<file path="src/rtl/tmu_clip.sv">
// tmu_clip: two-stage vertex clipper for the texture-mapping unit.
// Stage S1 applies the screen offsets and the texture out-of-range policy;
// stage S2 clips against the destination resolution and drives the outputs.
// Discarded vertices are tallied in a saturating drop counter.
module tmu_clip #(
   parameter int CW  = 11,
   parameter int TW  = 11,
   parameter int DCW = 16
) (
   input  logic           sys_clk,
   input  logic           sys_rst,

   input  logic [TW-1:0]  src_hres,
   input  logic [TW-1:0]  src_vres,
   input  logic [CW-1:0]  dst_hres,
   input  logic [CW-1:0]  dst_vres,
   input  logic [CW-1:0]  hoffset,
   input  logic [CW-1:0]  voffset,
   input  logic [1:0]     uv_mode,
   input  logic           drop_clr,

   input  logic           pipe_stb_i,
   output logic           pipe_ack_o,
   input  logic [CW-1:0]  P_X,
   input  logic [CW-1:0]  P_Y,
   input  logic [TW-1:0]  P_U,
   input  logic [TW-1:0]  P_V,

   output logic           pipe_stb_o,
   input  logic           pipe_ack_i,
   output logic [CW-1:0]  P_Xf,
   output logic [CW-1:0]  P_Yf,
   output logic [TW-1:0]  P_Uf,
   output logic [TW-1:0]  P_Vf,

   output logic           busy,
   output logic [DCW-1:0] drop_count
);

   // Texture axis policy; returns {drop, mapped coordinate}.
   // Mode 11 falls into the default branch and behaves like discard.
   function automatic logic [TW:0] tex_map(input logic [TW-1:0] p,
                                           input logic [TW-1:0] res,
                                           input logic [1:0]    mode);
      logic          drop;
      logic [TW-1:0] val;
      drop = 1'b0;
      val  = p;
      case (mode)
         2'b01: begin
            if (res == '0)
               drop = 1'b1;
            else if (p >= res)
               val = res - TW'(1);
         end
         2'b10: val = p & (res - TW'(1));
         default: drop = (p >= res);
      endcase
      return {drop, val};
   endfunction

   logic          s1_valid;
   logic          s2_valid;
   logic [CW-1:0] s1_x;
   logic [CW-1:0] s1_y;
   logic [TW-1:0] s1_u;
   logic [TW-1:0] s1_v;

   logic          s1_cap;
   logic          s2_load;
   logic          s1_drop;
   logic          s2_drop;
   logic          cap_drop;
   logic          load_drop;
   logic [TW:0]   u_res;
   logic [TW:0]   v_res;
   logic [1:0]    n_drops;
   logic [DCW:0]  cnt_sum;

   assign s2_load    = s1_valid & (~s2_valid | pipe_ack_i);
   assign pipe_ack_o = ~s1_valid | s2_load;
   assign s1_cap     = pipe_stb_i & pipe_ack_o;

   assign pipe_stb_o = s2_valid;
   assign busy       = s1_valid | s2_valid;

   // Per-axis texture mapping of the incoming vertex
   always_comb begin
      u_res = tex_map(P_U, src_hres, uv_mode);
      v_res = tex_map(P_V, src_vres, uv_mode);
   end

   assign s1_drop   = (P_X < hoffset) | (P_Y < voffset) | u_res[TW] | v_res[TW];
   assign s2_drop   = (s1_x >= dst_hres) | (s1_y >= dst_vres);
   assign cap_drop  = s1_cap & s1_drop;
   assign load_drop = s2_load & s2_drop;

   // Up to two drops per cycle (one per stage), summed with a carry bit for saturation
   always_comb begin
      n_drops = {1'b0, cap_drop} + {1'b0, load_drop};
      cnt_sum = {1'b0, drop_count} + (DCW+1)'(n_drops);
   end

   // Valid flags and drop counter; reset discards in-flight vertices uncounted
   always_ff @(posedge sys_clk) begin
      if (sys_rst) begin
         s1_valid   <= 1'b0;
         s2_valid   <= 1'b0;
         drop_count <= '0;
      end else begin
         if (s1_cap)
            s1_valid <= ~s1_drop;
         else if (s2_load)
            s1_valid <= 1'b0;

         if (s2_load)
            s2_valid <= ~s2_drop;
         else if (pipe_ack_i)
            s2_valid <= 1'b0;

         if (drop_clr)
            drop_count <= '0;
         else if (cnt_sum[DCW])
            drop_count <= '1;
         else
            drop_count <= cnt_sum[DCW-1:0];
      end
   end

   // Stage data registers; contents are only meaningful while the matching valid is set
   always_ff @(posedge sys_clk) begin
      if (s1_cap) begin
         s1_x <= P_X - hoffset;
         s1_y <= P_Y - voffset;
         s1_u <= u_res[TW-1:0];
         s1_v <= v_res[TW-1:0];
      end
      if (s2_load) begin
         P_Xf <= s1_x;
         P_Yf <= s1_y;
         P_Uf <= s1_u;
         P_Vf <= s1_v;
      end
   end

endmodule
</file>
<file path="config.mk">
export PLATFORM = sky130hd
export DESIGN_NAME = tmu_clip
export DESIGN_NICKNAME = d
export VERILOG_FILES = /design/src/rtl/tmu_clip.sv
export SDC_FILE = /design/constraint.sdc
export NUM_CORES = 1
export LEC_CHECK = 0
export ABC_AREA = 1
export CAP_MARGIN = 20
export CELL_PAD_IN_SITES_DETAIL_PLACEMENT = 0
export CELL_PAD_IN_SITES_GLOBAL_PLACEMENT = 1
export CORE_ASPECT_RATIO = 1.1
export CORE_MARGIN = 3
export CORE_UTILIZATION = 33
export CTS_BUF_LIST = sky130_fd_sc_hd__clkbuf_4 sky130_fd_sc_hd__clkbuf_8 sky130_fd_sc_hd__clkbuf_16
export CTS_CLUSTER_SIZE = 40
export DETAILED_ROUTE_END_ITERATION = 6
export GPL_ROUTABILITY_DRIVEN = 0
export PLACE_DENSITY = 0.78
export SLEW_MARGIN = 20
export SYNTH_ARGS = -nofsm -noshare
export SYNTH_HDL_FRONTEND = slang
export SYNTH_SLANG_ARGS = --single-unit
</file>
<file path="constraint.sdc">
create_clock -name sys_clk -period 5.5 [get_ports sys_clk]
set_input_delay 0.55 -clock sys_clk [delete_from_list [all_inputs] [get_ports sys_clk]]
set_output_delay 0.55 -clock sys_clk [all_outputs]
set_load 0.05 [all_outputs]
</file>
* Yosys cells after proc, flatten, opt, wreduce, memory -nomap -nowiden *
Cells that the tools add are included.

storage, ports and cells
  input bits = 117
  logic and storage cells = 62
  register bits after elaboration = 106
  output and inout port bits = 63

operators by class
  eq/ne operators = 2
  order comparisons = 6
  add/sub/neg operators = 6
  bitwise gates (word level) = 17
  reduce and logical (&&, ||, !) cells = 5
  multiplexer cells = 15

operators by type and width
  operator                                                              number
  11-bit greater-or-equal comparator                                    4
  11-bit two-way mux                                                    4
  11-bit case mux with 2 select lines                                   2
  11-bit AND                                                            2
  11-bit zero test                                                      2
  11-bit less-than comparator                                           2
  11-bit by 1-bit subtractor with 11-bit output, second input constant  2
  11-bit subtractor                                                     2
  16-bit by 2-bit adder with 17-bit output                              1
  16-bit two-way mux                                                    1
  1-bit OR                                                              7
  1-bit two-way mux                                                     6
  1-bit AND                                                             4
  1-bit inverter                                                        4
  1-bit case mux with 2 select lines                                    2
  2-bit nonzero test                                                    2
  1-bit by 1-bit adder with 2-bit output                                1
  2-bit by 1-bit == test with 1-bit output, second input constant       1
  2-bit == test, second input constant                                  1
  2-bit OR reduction                                                    1

* Logic depth before layout (Yosys ltp) *
  word-level depth = 9
  mapped depth = 26
  mapped depth without buffers = 26

* Worst setup path after synthesis *
No wires, ideal clock.

  path kind = flip-flop to flip-flop
  start point = reg s2_valid, in the netlist pipe_stb_o
  end point = reg drop_count[10]
  path buffers = 0
  cell stages (with the launch flop) = 14
  path slack = -0.481 ns
  library setup time = 0.115 ns
  data required time = 5.385 ns
  period minus slack after synthesis = 5.981 ns
  arrival time = 5.865 ns
  cell sequence = dfxtp_1 > a21boi_0 > nand2_1 > fa_1 > inv_1 > ha_1 > nand2_2 > nor3_4 > nand3_2 > inv_1 > nand3_1 > xnor2_1 > o21ai_0 > inv_1

between the ends
  cells in the longest elaborated chain, start to end = 9
  elaborated cells on any way between the ends = 10
  classes of those cells = add/sub: 2; mux: 1; bitwise: 7

ends and longest elaborated chain
  element                                       line  text
  start, declared                               63    logic s2_valid;
  start signal, assigned                        117   s2_valid <= ~s2_drop;
  1-bit inverter (*)                            80    assign s2_load = s1_valid & (~s2_valid | pipe_ack_i);
  1-bit OR (*)                                  80
  1-bit AND (*)                                 80
  net s2_load                                   70    logic s2_load;
  1-bit OR                                      81    assign pipe_ack_o = ~s1_valid | s2_load;
  1-bit AND                                     82    assign s1_cap = pipe_stb_i & pipe_ack_o;
  1-bit AND                                     95    assign cap_drop = s1_cap & s1_drop;
  1-bit by 1-bit adder with 2-bit output (*)    100   n_drops = {1'b0, cap_drop} + {1'b0, load_drop};
  16-bit by 2-bit adder with 17-bit output (*)  101   cnt_sum = {1'b0, drop_count} + (DCW+1)'(n_drops);
  16-bit two-way mux (*)                        123   else if (cnt_sum[DCW])
  end signal, assigned                          126   drop_count <= cnt_sum[DCW-1:0];
  end, declared                                 37    output logic [DCW-1:0] drop_count

The timed path passes the listed nets; every way through them passes the cells marked *.
A chain may end at the register's enable or synchronous reset.

* Worst setup path in the final report *
  start point = in src_vres[10]
  end point = reg drop_count[14]

between the ends
  cells in the longest elaborated chain, start to end = 8
  elaborated cells on any way between the ends = 9
  classes of those cells = add/sub: 2; order compare: 1; mux: 3; bitwise: 2; reduce/logical: 1

ends and longest elaborated chain
  element                                                                     line  text
  start, declared                                                             14    input logic [TW-1:0] src_vres,
  branches (longest 2 deep; another with 11-bit greater-or-equal comparator)  n/a
  1-bit case mux with 2 select lines (*)                                      49    case (mode)
  1-bit OR (*)                                                                93    assign s1_drop = (P_X < hoffset) | (P_Y < voffset) | u_res[TW] | v_res[TW];
  1-bit AND (*)                                                               95
  1-bit by 1-bit adder with 2-bit output (*)                                  100
  16-bit by 2-bit adder with 17-bit output (*)                                101
  16-bit two-way mux (*)                                                      123

Mark *: on every way between the ends.

==> results.py <==
metrics = {
    "die": {
        "num_io_pins": 180,
        "floorplan.die_area_mm2": 0.0232,
        "initial_core_util": 0.340,
        "rows": 55,
        "die-width_um": 146,
        "chipHeight_um": 159,
        "core_region_area_mm2": 0.0208,
    },
    "clocking": {
        "cts_repair_resize_count": 0,
        "clk-insertion-delay-late_ps": 340,
        "clockRootBuffer": "sky130_fd_sc_hd__clkbuf_16",
        "numClockSinks": 106,
        "cts_hold_bufs": 0,
        "cts_made_buffers": 9,
        "cts.reportedPaths.clkPinSlew_ps": 70,
        "tritoncts": "built",
        "ctsLongestPathBuffers": 2,
        "postCtsSetupRepairBufs": 0,
        "cts_max_level": 3,
    },
    "synth": {
        "synthArstFlopShare": 0,
        "yosys-top-cells-area": "sky130_fd_sc_hd__edfxtp_1 (37%), sky130_fd_sc_hd__ha_1 (13%), sky130_fd_sc_hd__nand2_1 (8.0%), sky130_fd_sc_hd__inv_1 (7.7%), sky130_fd_sc_hd__dfxtp_1 (5.1%)",
        "synth_edf_count": 88,
        "synth_commonest_cells": "sky130_fd_sc_hd__nand2_1 (150), sky130_fd_sc_hd__inv_1 (145), sky130_fd_sc_hd__edfxtp_1 (88)",
        "top_reg_cell_synth": "sky130_fd_sc_hd__edfxtp_1",
        "postSynthRegisterBits": 106,
        "ys.warnings.count": 0,
        "ys_seq_area_frac": 0.425,
        "synth_cell_type_count": 39,
        "syn_nets": 1020,
        "mapped_avg_cell_area_um2": 8.56,
        "yosys.area.top_type": "sky130_fd_sc_hd__edfxtp_1",
        "synth_area_mm2": 0.00706,
        "synthMostInstantiatedCell": "sky130_fd_sc_hd__nand2_1",
        "syn-instance-count": 825,
        "yosysTopAreaCellShare": 0.374,
    },
    "worst_setup_path": {
        "setup.worst_path.start_class": "primary input",
        "critical_path.max_fanout": 9,
        "end_kind": "register",
        "critPathTopFamily": "simple AND/OR/NAND/NOR gates",
        "worst_path_most_repeated_cell": "sky130_fd_sc_hd__nand2_1",
        "cp_data_required_time_ps": 5790,
        "critical_path_source": "src_vres[10]",
        "crit_type": "in2reg",
        "critical_path.n_buffers_inverters": 5,
        "r2r.worst_path.cells": 21,
        "critical-path-max-stage-delay_ps": 490,
        "r2r-end": "drop_count[14]",
        "worst_ep_arrival_time_ps": 4050,
        "crit_slowest_cell": "sky130_fd_sc_hd__clkdlybuf4s50_1",
        "reg2reg_slack_ps": 2270,
        "worst_r2r_start": "s1_x[10]",
    },
    "timing": {
        "setup_repair_after_global_routing_missed_its_margin": "no",
        "setup_viol_count_final": 0,
        "setup_skew_after_layout_ps": 8.38,
        "slew_headroom": 0.456,
        "fmaxAchievable_mhz": 266,
        "fin_hold_viols": 0,
        "tightestPinTransition_ps": 811,
        "finalMaxSlewViolations": 0,
        "finalSetupTns_ps": 0,
        "finalWorstPathRequiredPeriod_ps": 3750,
        "min_period_over_period": 0.682,
    },
    "cells_and_area": {
        "nets": 1201,
        "num_antenna_cells": 0,
        "area_growth_pct": 34.3,
        "fin_area_mm2": 0.00949,
        "proportion_of_layout_cells_with_a_drive_suffix_above_1": 0.0435,
    },
    "min_path": {
        "whs_endpoint": "P_Uf[4]",
        "whs_path_cells": 0,
        "hold_class": "reg2reg",
        "hp-start": "s1_u[4]",
    },
    "placed_design": {
        "post-dp-hpwl_mm": 14.4,
        "io_buffers": 179,
        "postPlaceCellArea_mm2": 0.00919,
    },
    "routing": {
        "first_pass_iters": 4,
        "ant_nets": 0,
        "drt_wl_total_mm": 17.5,
        "route.detailed.vias_per_inst": 4.49,
        "wire_per_inst_um": 13.5,
        "first_iter_violations": 323,
        "route.vias.total": 5814,
        "drc": 0,
    },
    "global_route": {
        "grt_max_degree": 45,
        "grt_use_total": 0.151,
        "grt_antenna_before_repair": 0,
        "grt.overflow.total": 0,
        "vias_in_the_first_global_route": 5688,
        "grt_first_pass_wirelength_mm": 28.8,
    },
    "power_and_ir_drop": {
        "post-layout-total-power_mw": 2.09,
        "leakagePower_nw": 4.15,
        "peakVddDrop_mv": 0.112,
        "pwr_density_cell_mw_per_mm2": 220,
    },
    "status": {
        "status": "finished, final reports clean",
    },
    "flow_run": {
        "timing.max_cap.violations": 0,
    },
}
flip-flops by register name (all words and copies together) (netlist names), 11 cells and up:
register    flops
s1_x           11
s1_u           11
P_Uf           11
P_Xf           11
drop_count     16
s1_y           11
P_Vf           11
P_Yf           11
s1_v           11
layout by cell type, fill, tap and decap left out, types with 3 or more instances in the layout:
cell type and n:
sky130_fd_sc_hd__a21boi_0 3, sky130_fd_sc_hd__edfxtp_1 88, sky130_fd_sc_hd__nor3_1 8, sky130_fd_sc_hd__a21oi_1 64
sky130_fd_sc_hd__o21ai_0 22, sky130_fd_sc_hd__nor2_1 77, sky130_fd_sc_hd__clkdlybuf4s50_1 179, sky130_fd_sc_hd__xor2_1 37
sky130_fd_sc_hd__dfxtp_1 18, sky130_fd_sc_hd__clkbuf_16 9, sky130_fd_sc_hd__nand4_1 14, sky130_fd_sc_hd__a31oi_1 13
sky130_fd_sc_hd__nor2_2 6, sky130_fd_sc_hd__nand2_1 150, sky130_fd_sc_hd__o211ai_1 4, sky130_fd_sc_hd__nand3_1 38
sky130_fd_sc_hd__ha_1 75, sky130_fd_sc_hd__nand2_2 3, sky130_fd_sc_hd__o31ai_1 3, sky130_fd_sc_hd__buf_4 4
sky130_fd_sc_hd__fa_1 3, sky130_fd_sc_hd__inv_2 3, sky130_fd_sc_hd__inv_1 144, sky130_fd_sc_hd__o21ai_1 10
sky130_fd_sc_hd__xnor2_1 10
layout make-up:
class	instances	area, um^2
repair buffers	183	1820
clock inverters	7	75.1
clock buffers	9	225
inverters	149	564
fillers	2055	11300
multi-input cells	557	3440
flip-flops and latches	106	3000
well taps	285	357
worst max-delay path by stage:
stage                endpoint  slack (ps)  cells after the start
2_1_floorplan  drop_count[10]         750                     13
3_5_place_dp   drop_count[14]        1370                     25
3_3_place_gp   drop_count[14]        1400                     21
6_report       drop_count[14]        1750                     25
5_1_grt        drop_count[14]        1370                     25
4_1_cts        drop_count[14]        1740                     25
worst reg2reg max path: stages (launching register included):
cell and delay (ps):
sky130_fd_sc_hd__edfxtp_1 420, sky130_fd_sc_hd__ha_1 330, sky130_fd_sc_hd__nand2_1 80, sky130_fd_sc_hd__nor2_1 150
sky130_fd_sc_hd__inv_1 60, sky130_fd_sc_hd__nor3b_1 190, sky130_fd_sc_hd__nor3b_1 110, sky130_fd_sc_hd__nand2_1 70
sky130_fd_sc_hd__nand2_1 70, sky130_fd_sc_hd__fa_1 430, sky130_fd_sc_hd__inv_1 80, sky130_fd_sc_hd__ha_1 180
sky130_fd_sc_hd__nand2_2 90, sky130_fd_sc_hd__nor3_4 200, sky130_fd_sc_hd__nand3_2 140, sky130_fd_sc_hd__nor2_4 170
sky130_fd_sc_hd__nand2_4 120, sky130_fd_sc_hd__clkinv_4 110, sky130_fd_sc_hd__nor2_2 40, sky130_fd_sc_hd__nand2_1 50
sky130_fd_sc_hd__nand2_1 40, sky130_fd_sc_hd__inv_1 50
layer usage:
metal / GRT usage / share of wire
met4: 0.0393 / 0.012
met2: 0.261 / 0.48
met5: 0 / 0
met1: 0.199 / 0.46
met3: 0.0233 / 0.047
per-stage QoR:
stage | hold WS, ps | setup slack, ps | utilization | std cells
6_report | 420 | 1750 | 0.457 | 1296
5_1_grt | 424 | 1370 | 0.457 | 1296
4_1_cts | 421 | 1740 | 0.457 | 1296
3_5_place_dp | 405 | 1370 | 0.442 | 1280
3_3_place_gp | 402 | 1400 | 0.442 | 1280
2_1_floorplan | 400 | 746 | - | 825
kinds of logic after synthesis:
family / share of synthesized area
AND/OR/NAND/NOR: 0.192
AO/OA/AOI/OAI: 0.0944
adder cells (fa/ha/maj): 0.141
XOR/XNOR: 0.0583
flip-flops: 0.425
buffers and inverters: 0.0889
report_power, final:
group | internal (mW) | switching [mW] | total [mW]
sequential | 0.945 | 0.0218 | 0.967
combinational | 0.212 | 0.263 | 0.475
clock | 0.357 | 0.294 | 0.651
total | 1.51 | 0.579 | 2.09
(Power assumes the default switching activity.)
